--- src/rtl/rtc_alarm_core.sv ---
// Real-time clock with BCD time, a single daily alarm and a button-driven edit mode.
// Time only counts in RUN and the alarm-edit modes; editing the clock freezes it.
module rtc_alarm_core #(
  parameter int CLK_HZ    = 50_000_000,
  parameter int ALARM_SEC = 60
) (
  input  logic       clk,
  input  logic       reset,
  input  logic [1:0] buttonState,
  output logic [3:0] h1,
  output logic [3:0] h0,
  output logic [3:0] m1,
  output logic [3:0] m0,
  output logic [3:0] s1,
  output logic [3:0] s0,
  output logic [3:0] ah1,
  output logic [3:0] ah0,
  output logic [3:0] am1,
  output logic [3:0] am0,
  output logic [2:0] mode,
  output logic       alarm_en,
  output logic       alarm_active,
  output logic       tick
);

  localparam int                 DIV_W     = $clog2(CLK_HZ);
  localparam logic [DIV_W-1:0]   DIV_LAST  = DIV_W'(CLK_HZ - 1);
  localparam logic [7:0]         RING_LAST = 8'(ALARM_SEC - 1);
  localparam logic [1:0]         BTN_SHORT = 2'd1;
  localparam logic [1:0]         BTN_LONG  = 2'd2;

  typedef enum logic [2:0] {
    RUN           = 3'd0,
    EDIT_MIN      = 3'd1,
    EDIT_HOUR     = 3'd2,
    EDIT_ALM_MIN  = 3'd3,
    EDIT_ALM_HOUR = 3'd4
  } mode_e;

  mode_e            mode_q, mode_d;
  logic [DIV_W-1:0] div_q, div_d;
  logic [7:0]       hour_q, hour_d, min_q, min_d, sec_q, sec_d;
  logic [7:0]       ahour_q, ahour_d, amin_q, amin_d;
  logic [7:0]       ring_q, ring_d;
  logic             alarm_en_q, alarm_en_d;
  logic             alarm_active_q, alarm_active_d;
  logic             short_press, long_press, running, tick_w, alarm_hit;

  // Two-digit BCD increments; both values are kept as {tens, units}.
  function automatic logic [7:0] inc60(input logic [7:0] v);
    if (v[3:0] == 4'd9) inc60 = (v[7:4] == 4'd5) ? 8'h00 : {v[7:4] + 4'd1, 4'd0};
    else                inc60 = {v[7:4], v[3:0] + 4'd1};
  endfunction

  function automatic logic [7:0] inc24(input logic [7:0] v);
    if (v == 8'h23)          inc24 = 8'h00;
    else if (v[3:0] == 4'd9) inc24 = {v[7:4] + 4'd1, 4'd0};
    else                     inc24 = {v[7:4], v[3:0] + 4'd1};
  endfunction

  assign short_press = (buttonState == BTN_SHORT);
  assign long_press  = (buttonState == BTN_LONG);
  assign running     = (mode_q == RUN) || (mode_q == EDIT_ALM_MIN) || (mode_q == EDIT_ALM_HOUR);
  assign tick_w      = running && (div_q == DIV_LAST);

  // State register.
  always_ff @(posedge clk or negedge reset) begin
    if (!reset) mode_q <= RUN;
    else        mode_q <= mode_d;
  end

  // Next-state logic: a long press in RUN while ringing only silences the alarm.
  always_comb begin
    mode_d = mode_q;
    if (long_press && !(mode_q == RUN && alarm_active_q)) begin
      case (mode_q)
        RUN:          mode_d = EDIT_MIN;
        EDIT_MIN:     mode_d = EDIT_HOUR;
        EDIT_HOUR:    mode_d = EDIT_ALM_MIN;
        EDIT_ALM_MIN: mode_d = EDIT_ALM_HOUR;
        default:      mode_d = RUN;
      endcase
    end
  end

  // Output logic.
  always_comb begin
    mode         = mode_q;
    tick         = tick_w;
    alarm_en     = alarm_en_q;
    alarm_active = alarm_active_q;
    {h1, h0}     = hour_q;
    {m1, m0}     = min_q;
    {s1, s0}     = sec_q;
    {ah1, ah0}   = ahour_q;
    {am1, am0}   = amin_q;
  end

  always_comb begin
    div_d          = running ? (tick_w ? '0 : div_q + 1'b1) : '0;
    hour_d         = hour_q;
    min_d          = min_q;
    sec_d          = sec_q;
    ahour_d        = ahour_q;
    amin_d         = amin_q;
    alarm_en_d     = alarm_en_q;
    alarm_active_d = alarm_active_q;
    ring_d         = ring_q;

    if (tick_w) begin
      sec_d = inc60(sec_q);
      if (sec_q == 8'h59) begin
        min_d = inc60(min_q);
        if (min_q == 8'h59) hour_d = inc24(hour_q);
      end
    end

    if (short_press) begin
      case (mode_q)
        EDIT_MIN:      begin min_d  = inc60(min_q);  sec_d = 8'h00; end
        EDIT_HOUR:     begin hour_d = inc24(hour_q); sec_d = 8'h00; end
        EDIT_ALM_MIN:  amin_d  = inc60(amin_q);
        EDIT_ALM_HOUR: ahour_d = inc24(ahour_q);
        default:       if (!alarm_active_q) alarm_en_d = !alarm_en_q;
      endcase
    end

    // Setting the hour restarts the current minute from a clean second boundary.
    if (mode_q == EDIT_HOUR && mode_d != EDIT_HOUR) begin
      sec_d = 8'h00;
      div_d = '0;
    end

    if (alarm_active_q && tick_w) begin
      if (ring_q == RING_LAST) begin
        alarm_active_d = 1'b0;
        ring_d         = 8'd0;
      end else begin
        ring_d = ring_q + 8'd1;
      end
    end

    alarm_hit = tick_w && alarm_en_q && (sec_d == 8'h00) &&
                (min_d == amin_d) && (hour_d == ahour_d);
    if (alarm_hit && !alarm_active_q) begin
      alarm_active_d = 1'b1;
      ring_d         = 8'd0;
    end

    if ((mode_q == RUN && alarm_active_q && (short_press || long_press)) ||
        !alarm_en_d || (mode_q == RUN && mode_d != RUN)) begin
      alarm_active_d = 1'b0;
      ring_d         = 8'd0;
    end
  end

  always_ff @(posedge clk or negedge reset) begin
    if (!reset) begin
      div_q          <= '0;
      hour_q         <= 8'h00;
      min_q          <= 8'h00;
      sec_q          <= 8'h00;
      ahour_q        <= 8'h00;
      amin_q         <= 8'h00;
      alarm_en_q     <= 1'b0;
      alarm_active_q <= 1'b0;
      ring_q         <= 8'd0;
    end else begin
      div_q          <= div_d;
      hour_q         <= hour_d;
      min_q          <= min_d;
      sec_q          <= sec_d;
      ahour_q        <= ahour_d;
      amin_q         <= amin_d;
      alarm_en_q     <= alarm_en_d;
      alarm_active_q <= alarm_active_d;
      ring_q         <= ring_d;
    end
  end

endmodule

--- config.mk ---
export PLATFORM = sky130hd
export DESIGN_NAME = rtc_alarm_core
export DESIGN_NICKNAME = d
export VERILOG_FILES = /design/src/rtl/rtc_alarm_core.sv
export SDC_FILE = /design/constraint.sdc
export NUM_CORES = 1
export LEC_CHECK = 0
export CAP_MARGIN = 20
export CORE_MARGIN = 2
export CORE_UTILIZATION = 30
export DETAILED_ROUTE_END_ITERATION = 7
export GPL_ROUTABILITY_DRIVEN = 0
export PLACE_DENSITY_LB_ADDON = 0.2
export SYNTH_ARGS = -nofsm -noshare
export SYNTH_HDL_FRONTEND = slang
export SYNTH_SLANG_ARGS = --single-unit
--- constraint.sdc ---
create_clock -name clk -period 3.83 [get_ports clk]
set_clock_uncertainty 0.05 [all_clocks]
set_input_delay 1.149 -clock clk [delete_from_list [all_inputs] [get_ports clk]]
set_output_delay 1.149 -clock clk [all_outputs]
set_load 0.01 [all_outputs]
; ---- Word-level counts from Yosys, hierarchy flattened
; Index checks and enable logic that the tools add are counted.
[totals]
output_inout_bits = 46
regBits = 79
[classes]
addsub = 12
eq_ne = 23
n_reduce_logical = 29
muxes = 43
[op_table]
columns = cell, n
row1 = 2-to-1 mux 8 bit, 31
row2 = 2-to-1 mux 26 bit, 3
row3 = "adder 4 x 1 -> 4 bit, second input constant", 10
row4 = "adder 26 x 1 -> 26 bit, second input constant", 1
row5 = "equality test 26 bit, second input constant", 1
row6 = "equality test 8 x 6 -> 1 bit, second input constant", 3
row7 = "equality test 4 bit, second input constant", 5
row8 = "equality test 8 x 7 -> 1 bit, second input constant", 2
row9 = equality test 8 bit, 2
row10 = "equality test 4 x 3 -> 1 bit, second input constant", 3
row11 = logical AND 1 bit, 12
row12 = one-hot mux 3 bit (4 select lines), 1
row13 = nonzero test 3 bit, 3
row14 = "adder 8 x 1 -> 8 bit, second input constant", 1
row15 = logical NOT 8 bit, 1
row16 = 2-to-1 mux 1 bit, 7
row17 = "equality test 3 x 2 -> 1 bit, second input constant", 2
row18 = logical OR 1 bit, 5
row19 = logical NOT 1 bit, 4
row20 = OR reduction 4 bit, 1
row21 = "equality test 3 x 1 -> 1 bit, second input constant", 1
row22 = "equality test 3 bit, second input constant", 1
row23 = logical NOT 3 bit, 1
row24 = 2-to-1 mux 3 bit, 1
row25 = other kinds (5), 5

; ---- Longest topological paths before layout
[logic_depth]
word_depth = 15
ltp_mapped = 13
depth_no_buf = 12

; ---- Worst setup path after synthesis
; Ideal clock, no wire load.
[synth_path]
path_type = input to register
startpoint = input port buttonState[1]
endpoint = register ring_q[0]
path_stages = 12
n_path_buf = 1
slack_ns = 0.077
arrival_ns = 3.570
setup_ns = 0.133
t_required_ns = 3.647
path_cell_list = inv_1 > ha_1 > nand4bb_1 > buf_4 > a2111oi_2 > a211o_4 > a2111oi_2 > or4b_1 > nor4b_2 > nand4_1 > o31ai_4 > nor2_1
[synth_via]
word_cells_on_any_way = 30
classes_between = eq/ne (5) / mux (10) / reduce/logical (15)
[synth_rtl]
columns = item, line
row1 = "start, declared", 9  ; input logic [1:0] buttonState,
row2 = equality test 2 x 1 -> 1 bit (*), 61  ; assign short_press = (buttonState == BTN_SHORT);
row3 = 2-to-1 mux 8 bit (*), 118  ; if (short_press) begin
row4 = named net ahour_d[0], 43  ; logic [7:0] ahour_q, ahour_d, amin_q, amin_d;
row5 = equality test 8 bit (*), 144  ; (min_d == amin_d) && (hour_d == ahour_d);
row6 = logical AND 1 bit (*), 144
row7 = logical AND 1 bit (*), 145  ; if (alarm_hit && !alarm_active_q) begin
row8 = 2-to-1 mux 8 bit, 145
row9 = 2-to-1 mux 8 bit, 150  ; if ((mode_q == RUN && alarm_active_q && (short_press || long_press)) ||
row10 = "end signal, assigned", 177  ; ring_q <= ring_d;
row11 = "end, declared", 44  ; logic [7:0] ring_q, ring_d;
; The timed path passes the listed nets; every way through them passes the cells marked *.
; A chain may end at the register's enable or synchronous reset.

; ---- Worst setup path in the final report
[layout_path]
startpoint = input port buttonState[1]
endpoint = register ring_q[5]
; The elaborated chain is that of the path after synthesis.

==> results.md <==
- WP data arrival: 3870 ps
- Slew HR: 50.9%
- VDD IR max: roughly 0.22 mV
- N_diodes: 0
- Critical Path RT: 3990 ps
- Layout cells sized above 1: 16.3%
- Fin Setup TNS: 0 ps
- Post-route antenna net violation count: 0
- GRT Total Usage: between 10% and 20%
- CTS max path bufs: 2
- Hold path startpoint: div_q[0]
- Max_cap viols: 0
- Final Core Density: 40.1%
- Layout area overhead: 30.4%
- DRC viols: 0
- Worst Hold Class: flop to flop
- Tmin final: approximately 3700 ps
- Pleak: 0.00278 uW
- Initial DRC count: 286
- Cell variety after synth: 68
- Final hold vios: 0
- Cell area after synthesis: between 5000 and 6000 sq um
- Switching Fraction: a little under two fifths
- Startpoint Class: input port
- DP HPWL: 10200 um
- Final-stage net count: 693
- Status: complete, no violations
- Routed len/inst: 15.7 um
- IO buf count: 49
- Via density: 5.16
- CP Capture Type: flop
- Part of the power in registers: 34.9%
- Sequential share of the synthesized area: 38.8%
- Vias: 4615
- Row cnt: 47
- Internal power: roughly 1900 uW
- Num CTS Buffers: 9
- Tot Pwr: 3130 uW
- Buf/Inv on CP: 3
- Final Setup Violations: 0
- Vias in the first global route: ~4600
- Die Y: 134 um
- Root Driver: clkbuf_16
- Post-Syn Nets: approximately 590
- Async SR Flop Fraction: 100%
- Post-synth top area share: 38.8%
- Post-synth top flop: dfrtp_1
- TritonCTS clock tree: done
- WS Path Type: input port to flop
- Crit path launch: buttonState[1]
- Worst slack, placed: -579 ps
- First-pass iteration count of the detailed router: 5
- CP peak stage delay: 510 ps
- First-pass GRT wire length: roughly 23000 um
- Power Dens Cells: about 470 nW/um^2
- Tcrit/Tclk final: 96.7%
- Ys Warns: 0
- Clk_lat worst skew: roughly 350 ps
- Cell taking the most area after synthesis: dfrtp_1
- WL final: 14000 um
- Sw Pwr: ~1200 uW
- Die span in x: between 100 and 150 um
- Worst-path cell chain: dlygate4sd2_1, inv_1, ha_4, nand4bb_4, a211o_4, a2111oi_2, or4b_4, nor4b_4, nand4_1, o31ai_4, buf_6, a311oi_1
- Final slew viol count: 0
- Initial antenna violation count: 0
- Clock Power Share: 26.8%
- Actual slew at the worst max-slew pin: 728 ps
- Setup ws final: 128 ps
- Yosys reg bits: slightly below 80
- Final Non-Filler Cells: 894
- Top Ports: 50
- Die footprint: about 18000 sq um
- Reg2reg start: sec_q[4]
- Crit Path Max Fanout: 8
- Crit-path slowest cell: or4b_4
- Area contributors post-synth: dfrtp_1 (39%), ha_1 (4.9%), a21oi_1 (4.0%)
- Overflow after GRT: 0
- Cells after Synth: between 500 and 600
- Crit path max-delay family: simple AND/OR/NAND/NOR gates
- FMAX: roughly 270 MHz
- Post-synth EDFFs: 0
- Total core area: 16600 sq um
- H-Tree Depth: 3
- Cells after DPL: 876
- Starting Density: 30.8%
- Comb pwr share: approximately two fifths
- Reg clk slew, reported paths: 60 ps
- Top-count cell post-synth: dfrtp_1
- Average size of a mapped cell: around 9.0 sq um
- Largest net degree at the start of global routing: 80
- Post-synth top cells: dfrtp_1 (79), nor2_1 (54), nand2_1 (42)
- CTS Sinks: 79
[power groups by stage]
stage	clock network, uW	logic [uW]	registers, uW
after floorplan	0	630	1100
after global placement	0	1150	1100
after detailed placement	0	1150	1100
after CTS	867	1190	1090
after global routing	906	1310	1120
final	837	1200	1090
[repair_timing]
action | CTS | global route
setup buffers | 1 | 0
endpoints found under the setup margin | 9 | 9
pin swaps | 5 | 6
hold buffers | 0 | 0
gates resized for setup | 12 | 9
[sequential cells by signal, summed over array words and instances, names as in the netlist]
name / flops
alarm_en: 1
ahour_q: 8
div_q: 26
sec_q: 8
hour_q: 8
amin_q: 8
min_q: 8
ring_q: 8
alarm_active: 1
mode: 3
[metal layers]
layer  routed length, um  global-route usage (%)  vias up
li1                    -                       -     2265
met1                6900                    22.0     2256
met2                6550                    26.1       82
met3                 412                    2.57       12
met4                 138                    4.97        0
met5                   0                       0        -
[final cells by class]
type	count	area (sq um)
sequential	79	1980
multi-input combinational	435	3010
inverter	32	120
fill	1682	9930
timing repair buffer	112	986
tap	220	275
clock inverter	6	48.8
clock buffer	10	239
[cell usage in the layout (no fill, tap or decap), types with 4 or more instances in the layout]
cell type	netlist	routed
dfrtp_1	79	79
buf_4	3	61
nor2_1	54	54
clkdlybuf4s50_1	0	46
nand2_1	42	42
a21oi_1	41	40
inv_1	32	32
nand3_1	28	27
o21ai_0	27	27
nand4_1	21	21
xor2_1	22	21
ha_1	20	19
or3_1	16	16
xnor2_1	16	15
and3_1	12	12
nor3_1	14	12
clkbuf_16	0	9
mux2i_1	7	7
nand3b_1	6	6
and2_1	6	6
nor4_1	6	6
and3b_1	5	5
a211oi_1	6	5
o211ai_1	5	5
and4_1	4	4
a21o_1	4	4
[final timing paths]
check                           slack [ps]  depth (start not counted)    endpoint
min in group asynchronous              630                          1  ahour_q[6]
worst min register to register         430                          1    div_q[0]
max in group asynchronous             2500                          2    min_q[7]
worst max-delay path                   130                         12   ring_q[5]
worst min-delay path                   430                          1    div_q[0]
worst max register to register         330                         13   ring_q[5]
[metrics by stage]
step | instance area (sq um) | hold WS, ps
after floorplan | 5100 | 397
after global placement | 6220 | 419
after detailed placement | 6220 | 429
after CTS | 6580 | 438
after global routing | 6650 | 473
final | 6650 | 430
[cells by family (layout without fill, tap and decap cells)]
kind of cell             count (synthesis)  after routing  share of synthesized area (%)
AND/OR/NAND/NOR                        247            247                           27.4
AO/OA/AOI/OAI                          120            120                           15.7
flip-flops                              79             79                           38.8
buffers and inverters                   54            160                           4.39
XOR/XNOR                                39             39                           6.99
adder cells (fa/ha/maj)                 20             20                           4.91
multiplexers                             9              9                           1.82
Power figures use the tool's default switching activity.
